### src/rtl/biquad_coeff_loader.sv
// ---------------------------------------------------------------------------
// biquad_coeff_loader
//
// Coefficient sequencer for one biquad8_incremental instance. The host fills
// a small staging bank; on load_i the bank is shifted into the DSP B-register
// cascade last-entry-first. Each entry is presented for two cycles: one with
// coeff_wr_o high and one hold cycle, because the biquad registers its
// clock enable. After the shift a single coeff_update_o strobe is issued. It
// can optionally wait for a frame sync so that every DSP pair switches on the
// same clock. update_only_i issues the strobe without shifting.
//
// Ports
//   clk             clock
//   rst             synchronous reset, active high
//   host_adr_i      staging entry address (ADRW bits)
//   host_dat_i      staging entry data, signed 18-bit coefficient
//   host_wr_i       host write strobe, 1 cycle
//   load_i          start shift-then-update sequence
//   update_only_i   start update-only sequence
//   sync_i          frame sync pulse, used when SYNC_UPDATE=1
//   coeff_dat_o     cascade data to biquad coeff_dat_i
//   coeff_wr_o      cascade shift enable to biquad coeff_wr_i
//   coeff_update_o  coefficient switch strobe to biquad coeff_update_i
//   busy_o          sequence in progress
//   done_o          1-cycle pulse at end of sequence
//   err_o           1-cycle pulse when a host write was rejected
// ---------------------------------------------------------------------------
module biquad_coeff_loader #(
    parameter int NCOEFF      = 2,
    parameter int ADRW        = 1,
    parameter int SYNC_UPDATE = 1
) (
    input  logic            clk,
    input  logic            rst,
    input  logic [ADRW-1:0] host_adr_i,
    input  logic [17:0]     host_dat_i,
    input  logic            host_wr_i,
    input  logic            load_i,
    input  logic            update_only_i,
    input  logic            sync_i,
    output logic [17:0]     coeff_dat_o,
    output logic            coeff_wr_o,
    output logic            coeff_update_o,
    output logic            busy_o,
    output logic            done_o,
    output logic            err_o
);

    localparam int KW = (NCOEFF > 1) ? $clog2(NCOEFF) : 1;
    localparam logic [KW-1:0]   K_LAST   = KW'(NCOEFF - 1);
    localparam logic [ADRW:0]   NCOEFF_A = (ADRW + 1)'(NCOEFF);

    typedef enum logic [2:0] {
        IDLE,
        SHIFT_WR,
        SHIFT_HOLD,
        WAIT_SYNC,
        UPDATE,
        DONE
    } state_t;

    state_t       state;
    logic [KW-1:0] k;
    logic [17:0]  stage [NCOEFF];
    logic         adr_ok;
    logic         wr_accept;

    // Address is checked one bit wider so NCOEFF == 2**ADRW compares cleanly.
    assign adr_ok    = ({1'b0, host_adr_i} < NCOEFF_A);
    // busy_o is low in IDLE and DONE, so writes are taken in either state.
    assign wr_accept = host_wr_i && !busy_o && adr_ok;

    // Staging bank: host writes land here and are only read by the shifter.
    always_ff @(posedge clk) begin
        if (rst) begin
            for (int i = 0; i < NCOEFF; i++) begin
                stage[i] <= '0;
            end
        end else begin
            for (int i = 0; i < NCOEFF; i++) begin
                if (wr_accept && ({1'b0, host_adr_i} == (ADRW + 1)'(i))) begin
                    stage[i] <= host_dat_i;
                end
            end
        end
    end

    // Sequencer. All outputs are registered and set on the edge that enters
    // the state they belong to. Pulse outputs therefore default low here.
    always_ff @(posedge clk) begin
        if (rst) begin
            state          <= IDLE;
            k              <= '0;
            coeff_dat_o    <= '0;
            coeff_wr_o     <= 1'b0;
            coeff_update_o <= 1'b0;
            busy_o         <= 1'b0;
            done_o         <= 1'b0;
            err_o          <= 1'b0;
        end else begin
            coeff_wr_o     <= 1'b0;
            coeff_update_o <= 1'b0;
            done_o         <= 1'b0;
            err_o          <= host_wr_i && (busy_o || !adr_ok);

            case (state)
                IDLE: begin
                    if (load_i) begin
                        state       <= SHIFT_WR;
                        k           <= K_LAST;
                        coeff_wr_o  <= 1'b1;
                        coeff_dat_o <= stage[NCOEFF-1];
                        busy_o      <= 1'b1;
                    end else if (update_only_i) begin
                        busy_o <= 1'b1;
                        if (SYNC_UPDATE != 0) begin
                            state <= WAIT_SYNC;
                        end else begin
                            state          <= UPDATE;
                            coeff_update_o <= 1'b1;
                        end
                    end
                end

                SHIFT_WR: begin
                    state <= SHIFT_HOLD;
                end

                SHIFT_HOLD: begin
                    if (k != '0) begin
                        k           <= k - KW'(1);
                        state       <= SHIFT_WR;
                        coeff_wr_o  <= 1'b1;
                        coeff_dat_o <= stage[k - KW'(1)];
                    end else if (SYNC_UPDATE != 0) begin
                        state <= WAIT_SYNC;
                    end else begin
                        state          <= UPDATE;
                        coeff_update_o <= 1'b1;
                    end
                end

                // sync_i is only looked at here; earlier pulses are not latched.
                WAIT_SYNC: begin
                    if (sync_i) begin
                        state          <= UPDATE;
                        coeff_update_o <= 1'b1;
                    end
                end

                UPDATE: begin
                    state  <= DONE;
                    done_o <= 1'b1;
                    busy_o <= 1'b0;
                end

                DONE: begin
                    state <= IDLE;
                end

                default: begin
                    state  <= IDLE;
                    busy_o <= 1'b0;
                end
            endcase
        end
    end

endmodule

### config.mk
export PLATFORM = sky130hd
export DESIGN_NAME = biquad_coeff_loader
export DESIGN_NICKNAME = d
export VERILOG_FILES = /design/src/rtl/biquad_coeff_loader.sv
export SDC_FILE = /design/constraint.sdc
export NUM_CORES = 1
export LEC_CHECK = 0
export CAP_MARGIN = 30
export CORE_MARGIN = 4
export CORE_UTILIZATION = 55
export DETAILED_ROUTE_END_ITERATION = 6
export GPL_TIMING_DRIVEN = 0
export PLACE_DENSITY = 0.84
export SYNTH_ARGS = -nofsm -noshare
export SYNTH_HDL_FRONTEND = slang
export SYNTH_SLANG_ARGS = --single-unit
### constraint.sdc
create_clock -name clk -period 3.9 [get_ports clk]
set_input_delay 0.78 -clock clk [delete_from_list [all_inputs] [get_ports clk]]
set_output_delay 0.78 -clock clk [all_outputs]
set_load 0.1 [all_outputs]
Word-level counts from Yosys, hierarchy flattened
Memories as Yosys holds them, arrays and structs flattened.
Index checks and enable logic that the tools add are counted.
Storage, ports and cells
  register bits after elaboration: 27
  bits in writable memories: 36
  bits of input ports: 25
  output and inout bits: 23
  logic and storage cells: 66
  memories: 1
Operators by class
  add/subtract/negate cells: 1
  equal/unequal tests: 9
  multiplexer cells: 29
  bitwise logic cells: 5
  reductions and logical operators: 13
Memories
  stage: words 2, bits a word 18, read ports 2, clocked after Yosys merged registers in 0, wr ports 2, line 64  | logic [17:0] stage [NCOEFF];
Operator list (number)
  18-bit two-way mux: 4
  18-bit one-hot mux with 2 select lines: 1
  1-bit two-way mux: 16
  3-bit one-hot mux with 5 select lines: 1
  3-bit two-way mux: 3
  3-bit by 2-bit == test with 1-bit output, second input constant: 2
  3-bit == test, second input constant: 2
  2-bit inequality test, second input constant: 3
  1-bit one-hot mux with 2 select lines: 3
  2-bit AND reduction: 3
  1-bit logical AND: 4
  4-bit OR reduction: 1
  3-bit by 1-bit == test with 1-bit output, second input constant: 1
  3-bit zero test: 1
  3-bit inequality test, second input constant: 1
  1-bit inverter: 3
  3-bit AND reduction: 1
  2-bit two-way mux: 1
  1-bit OR: 2
  2-bit nonzero test: 1
  2-bit OR reduction: 1
  1-bit zero test: 1
  1-bit subtractor, second input constant: 1

Longest topological paths before layout
  depth in word-level cells: 7
  mapped depth: 6
  mapped depth without buffers: 3

Worst setup path before layout
No wires, ideal clock.
  kind: register to register
  start: reg busy_o
  end: mem stage[0][0], enable pin
  setup time: 0.397 ns
  data arrival time: 1.896 ns
  data required time: 3.503 ns
  path slack: 1.607 ns
  stages on the path, launching flop included: 3
  path buffers: 0
  period minus slack after synthesis: 2.293 ns
  path through: dfxtp_1 -> nand2b_1 -> o21bai_1
RTL lines
  start, declared: line 44  | output logic busy_o,
  start signal, assigned: line 97  | busy_o <= 1'b0;
  start signal, assigned: line 113  | busy_o <= 1'b1;
  start signal, assigned: line 115  | busy_o <= 1'b1;
  end, declared: line 64

Final worst setup path
  start: reg busy_o
  end: out busy_o
No word-level cell between the ends.

==> metrics.txt <==
critical path endpoint category=output port; CTS hold repair buffers=0; post-detailed-route wirelength per cell=16.0 µm; YS warnings=0; WP data arrival=1860 ps; Final min period=2640 ps; classification of the worst-slack hold path=flip-flop to flip-flop; Final Max Tran Viols=0; GP Congestion=0.779; total number of clock tree sinks=63; final hold slack=475 ps; floorplan die area=5670 µm²; cell row count=24; overflow left after global routing=0; clock-pin slew on the worst setup and hold paths=60 ps; worst clock skew=4.84 ps; most common flop cell mapped by yosys=edfxtp_1; post-CTS setup buffers=0; number of placed I/O pins=48; post-CTS sizing=0; die width=75.3 µm; clk buf depth=2; actual transition at the worst max-transition pin=993 ps; delay of the slowest cell on the worst path=1150 ps; number of maximum-capacitance violations=0; global-route wire length before repair=7620 µm; total placed cells including tap cells=287; Peak VDD IR=0.000295 V; effective utilization at floorplan=0.568; post-synthesis average cell area=13.2 µm²; post-route clock period utilization=0.677; async set-reset flop share out of synthesis=0; number of nets in the finished design=273; cell-by-cell listing of the critical path=clkdlybuf4s50_1; count of vias placed by the detailed router=1688; critical path's slowest cell=clkdlybuf4s50_1; synthesized area=2490 µm²; #FFs+latches synth=63; biggest area contributors in the synthesized netlist=edfxtp_1 43%, dfxtp_1 22%, a211oi_2 4.5%; number of buffers created by CTS=9; share of post-route cells with drive strength above 1=0.213; static power due to leakage=0.00117 µW; most instantiated library cell after synthesis=edfxtp_1; clock latency at the later pin of the worst-skew pair=330 ps; delay-heaviest family, CP=buffers and inverters; DRT Wirelength=4870 µm; relative slew slack=0.336; DR iter-0 viols=107; CP Max Fanout=5; antenna fix cells=0; number of DRC violations after detailed routing=0; number of I/O port buffers=46; required time at the worst-slack endpoint=3120 ps; most frequent cells after synthesis=36 x edfxtp_1, 27 x dfxtp_1, 18 x and2_1; setup repair after global routing missed its margin=no; launching element type of the critical path=flip-flop; share of the yosys chip area belonging to registers=0.651; clock root buffer master=clkbuf_8; number of global-route vias before repair=1561; buffer and inverter count on the worst path=1; Final Instance Area=3240 µm²; gate count after technology mapping=189; net count of the mapped netlist=214; Distinct cells, synth=33; detail-routed via count per cell=5.53; top-area cell type share of the netlist area=0.434; vertical die dimension=75.3 µm; Total GRT Usage=0.185; placed inst area=3030 µm²; half-perimeter wire length after placement=3220 µm; area overhead of the layout relative to synthesis=30.1%; Fmax achieved=379 MHz; final-report setup violation count=0; WS Path Type=flip-flop to output port; depth of the CTS H-tree=3; number of endpoints with negative hold slack in the final report=0; initial antenna violation count=0; maximum number of pins on one net before global-route repair=19; Core ar.=4380 µm²; status=finished clean; Util after Layout=0.739; length of the first detailed-routing pass in iterations=4; number of enable-type register cells in the synthesized netlist=36; accumulated negative setup slack=0 ps; largest area contributor in the netlist=edfxtp_1; clock tree from TritonCTS=done; Antenna Nets Post-Route=0; pwr/cell area=562 nW/µm²; final std cells w/o fill=305
[path summary, 6_finish.rpt]
| check | endpoint | from | slack [ps] | cells after the start |
|---|---|---|---|---|
| min | err_o | busy_o | 470 | 2 |
| max reg2reg | stage[1][8] | busy_o | 2260 | 4 |
| min reg2reg | err_o | busy_o | 470 | 2 |
| max | busy_o | busy_o | 1260 | 1 |
[routing by layer]
layer / vias to the layer above / part of all wire / GRT usage
met1: 801 / 0.45 / 0.243
met5: - / 0 / 0
met4: 0 / 0.021 / 0.0874
met2: 48 / 0.47 / 0.287
li1: 826 / - / -
met3: 13 / 0.051 / 0.0488
[logic make-up (layout without fill, tap and decap cells)]
family,Yosys count,after routing,synth area share
buf+inv,18,82,0.0492
simple gates,43,43,0.0949
mux,1,1,0.00602
compound gates,64,64,0.199
flops,63,63,0.651
[final cells by class]
| type | instances | area, µm² |
|---|---|---|
| clock buffer | 11 | 141 |
| multi-input combinational | 108 | 756 |
| tap | 52 | 65.1 |
| fill | 314 | 1140 |
| sequential | 63 | 1620 |
| buffer | 15 | 111 |
| clock inverter | 5 | 48.8 |
| inverter | 3 | 11.3 |
| timing repair buffer | 48 | 487 |
[cell usage in the layout, fill, tap and decap left out, types with 3 or more instances in the layout]
cell type / synthesis / routed
edfxtp_1: 36 / 36
nand2_1: 3 / 3
a21oi_2: 9 / 9
buf_4: 3 / 3
clkbuf_8: 0 / 10
buf_6: 3 / 4
o22ai_1: 14 / 14
dfxtp_1: 27 / 27
a211oi_2: 9 / 9
buf_2: 3 / 3
inv_1: 3 / 3
clkbuf_1: 3 / 4
nor2_1: 10 / 10
o2bb2ai_1: 4 / 4
and2_1: 18 / 18
clkinv_2: 0 / 3
a211oi_1: 10 / 10
a21oi_1: 12 / 12
clkdlybuf4s50_1: 0 / 46
[report_power, final]
group / switching (µW) / leakage [µW] / internal (µW)
Sequential: 30.1 / 0.000602 / 772
Combinational: 332 / 0.000468 / 148
Clock: 234 / 0.000101 / 307
Total: 595 / 0.00117 / 1230
[per-stage QoR]
step                      setup slack (ps)  total power [µW]
final                                 1260              1820
after global routing                  1200              1890
after CTS                             1240              1830
after detailed placement              1260              1290
after global placement                 779              1280
after floorplan                       1610              1170
[sequential cells by signal, indices dropped and copies added, names as in the netlist]
name            cells
coeff_dat_o        18
k                   1
state               3
busy_o              1
stage              36
coeff_wr_o          1
coeff_update_o      1
done_o              1
err_o               1
No activity file was read; power rests on OpenSTA's default activity.
==> RTL change, RTL diff (same settings) <==
Re-encode `state_t` (6 states) as one-hot, 6 bits wide.
--- a/src/rtl/biquad_coeff_loader.sv
+++ b/src/rtl/biquad_coeff_loader.sv
@@ -52,9 +52,9 @@
 
-    typedef enum logic [2:0] {
-        IDLE,
-        SHIFT_WR,
-        SHIFT_HOLD,
-        WAIT_SYNC,
-        UPDATE,
-        DONE
+    typedef enum logic [5:0] {
+        IDLE       = 6'b000001,
+        SHIFT_WR   = 6'b000010,
+        SHIFT_HOLD = 6'b000100,
+        WAIT_SYNC  = 6'b001000,
+        UPDATE     = 6'b010000,
+        DONE       = 6'b100000
     } state_t;
Formal check against the unedited RTL: no difference found for any inputs over 10 cycles, from zero or initial values and one cycle with rst high; not proved beyond that.
==> RTL change against the unedited design <==
Routed wire length grew 28%. Critical path type unchanged. Via count grew 25%. Worst hold slack gained 62 ps. Cell area grew 10%. Global-route usage grew 2.5 points. Critical path depth is the same. Clock skew grew 0.88 ps. Sequential share of layout area shrank 3.0 points. Worst setup slack gained 4.5 ps. Area after synthesis grew 12%. Sequential cell count grew 3.
Power is not compared: it rests on default switching activity, and its combinational part moved more than twofold at a synthesized area within 25%.
==> RTL change: results (changes against the unedited design) <==
Status
  – Outcome: completed (unchanged)

STA
  – Min Hold Slack: 537 ps (was 475 ps)
  – Clk_skew: 5.72 ps (was 4.84 ps)
  – Slew headroom: 0.342 (was 0.336)

Place
  – Final GP Congestion: 0.831 (was 0.779)

Routing
  – WL final: 6250 µm (was 4870 µm)
  – DR iter-0 viols: 160 (was 107)
  – DR WL met3: 398 µm (was 249 µm)
  – Routed length on met2: 3220 µm (was 2310 µm)
  – Met1 wire length: 2540 µm (was 2210 µm)

Synth
  – Xor and xnor fraction of the mapped netlist area: 0.00943 (was 0)
  – Synth Net Count: 256 (was 214)
  – Post-synth top cells: edfxtp_1, dfxtp_1, nand2_1 (was edfxtp_1, dfxtp_1, and2_1)
  – Mux share of post-synthesis cell area: 0 (was 0.00602)
  – Post-synthesis compound-gate area fraction: 0.153 (was 0.199)
  – Distinct cell type count of the synthesized netlist: 44 (was 33)
  – Avg Inst Size Synth: 12.1 µm² (was 13.2 µm²)

Layout
  – Register area: 0.00168 mm² (was 0.00162 mm²)
  – Multi-input gate count: 144 (was 108)
  – Multi-input logic area: 978 µm² (was 756 µm²)
  – Buffering overhead: 0.171 (was 0.184)
  – Clock buffer count: 12 (was 11)
  – NumNets Final: 315 (was 273)
  – Regs by FF count: stage (36), coeff_dat_o (18), state (6) (was stage (36), coeff_dat_o (18), state (3))
  – Seq area share: 0.471 (was 0.500)

Global route
  – GRT met3 Usage: 0.0442 (was 0.0488)
  – First-pass GRT wire length: 9850 µm (was 7620 µm)
  – Number of global-route vias before repair: 2004 (was 1561)
  – Met2 global-route usage: 0.350 (was 0.287)

Critical path
  – Flop2flop setup slack: 1740 ps (was 2260 ps)
  – Crit path max fanout: 2 (was 5)
  – Worst R2R Path Depth: 6 (was 4)

CTS
  – CTS sink cnt: 66 (was 63)
==> RTL change: changes by cell type in the layout (fill, tap and decap cells not counted), moves of 10 or more <==
| cell | unedited run | this run |
|---|---|---|
| a31oi_1 | 0 | 19 |
| nand2_1 | 3 | 22 |
| a311oi_1 | 0 | 18 |
| o22ai_1 | 14 | 0 |
| a21oi_1 | 12 | 2 |
| nand3_1 | 2 | 19 |
==> RTL change: how the worst max path moves through the flow <==
stage	startpoint	end	slack, ps	depth (start not counted)
after detailed placement	rst	stage[0][13]	850	4
after global placement	rst	stage[0][16]	540	4
final	coeff_dat_o[11]	coeff_dat_o[11]	1260	1
after floorplan	rst	stage[0][0]	1640	3
after CTS	rst	stage[0][11]	1160	4
after global routing	rst	stage[0][11]	1200	5
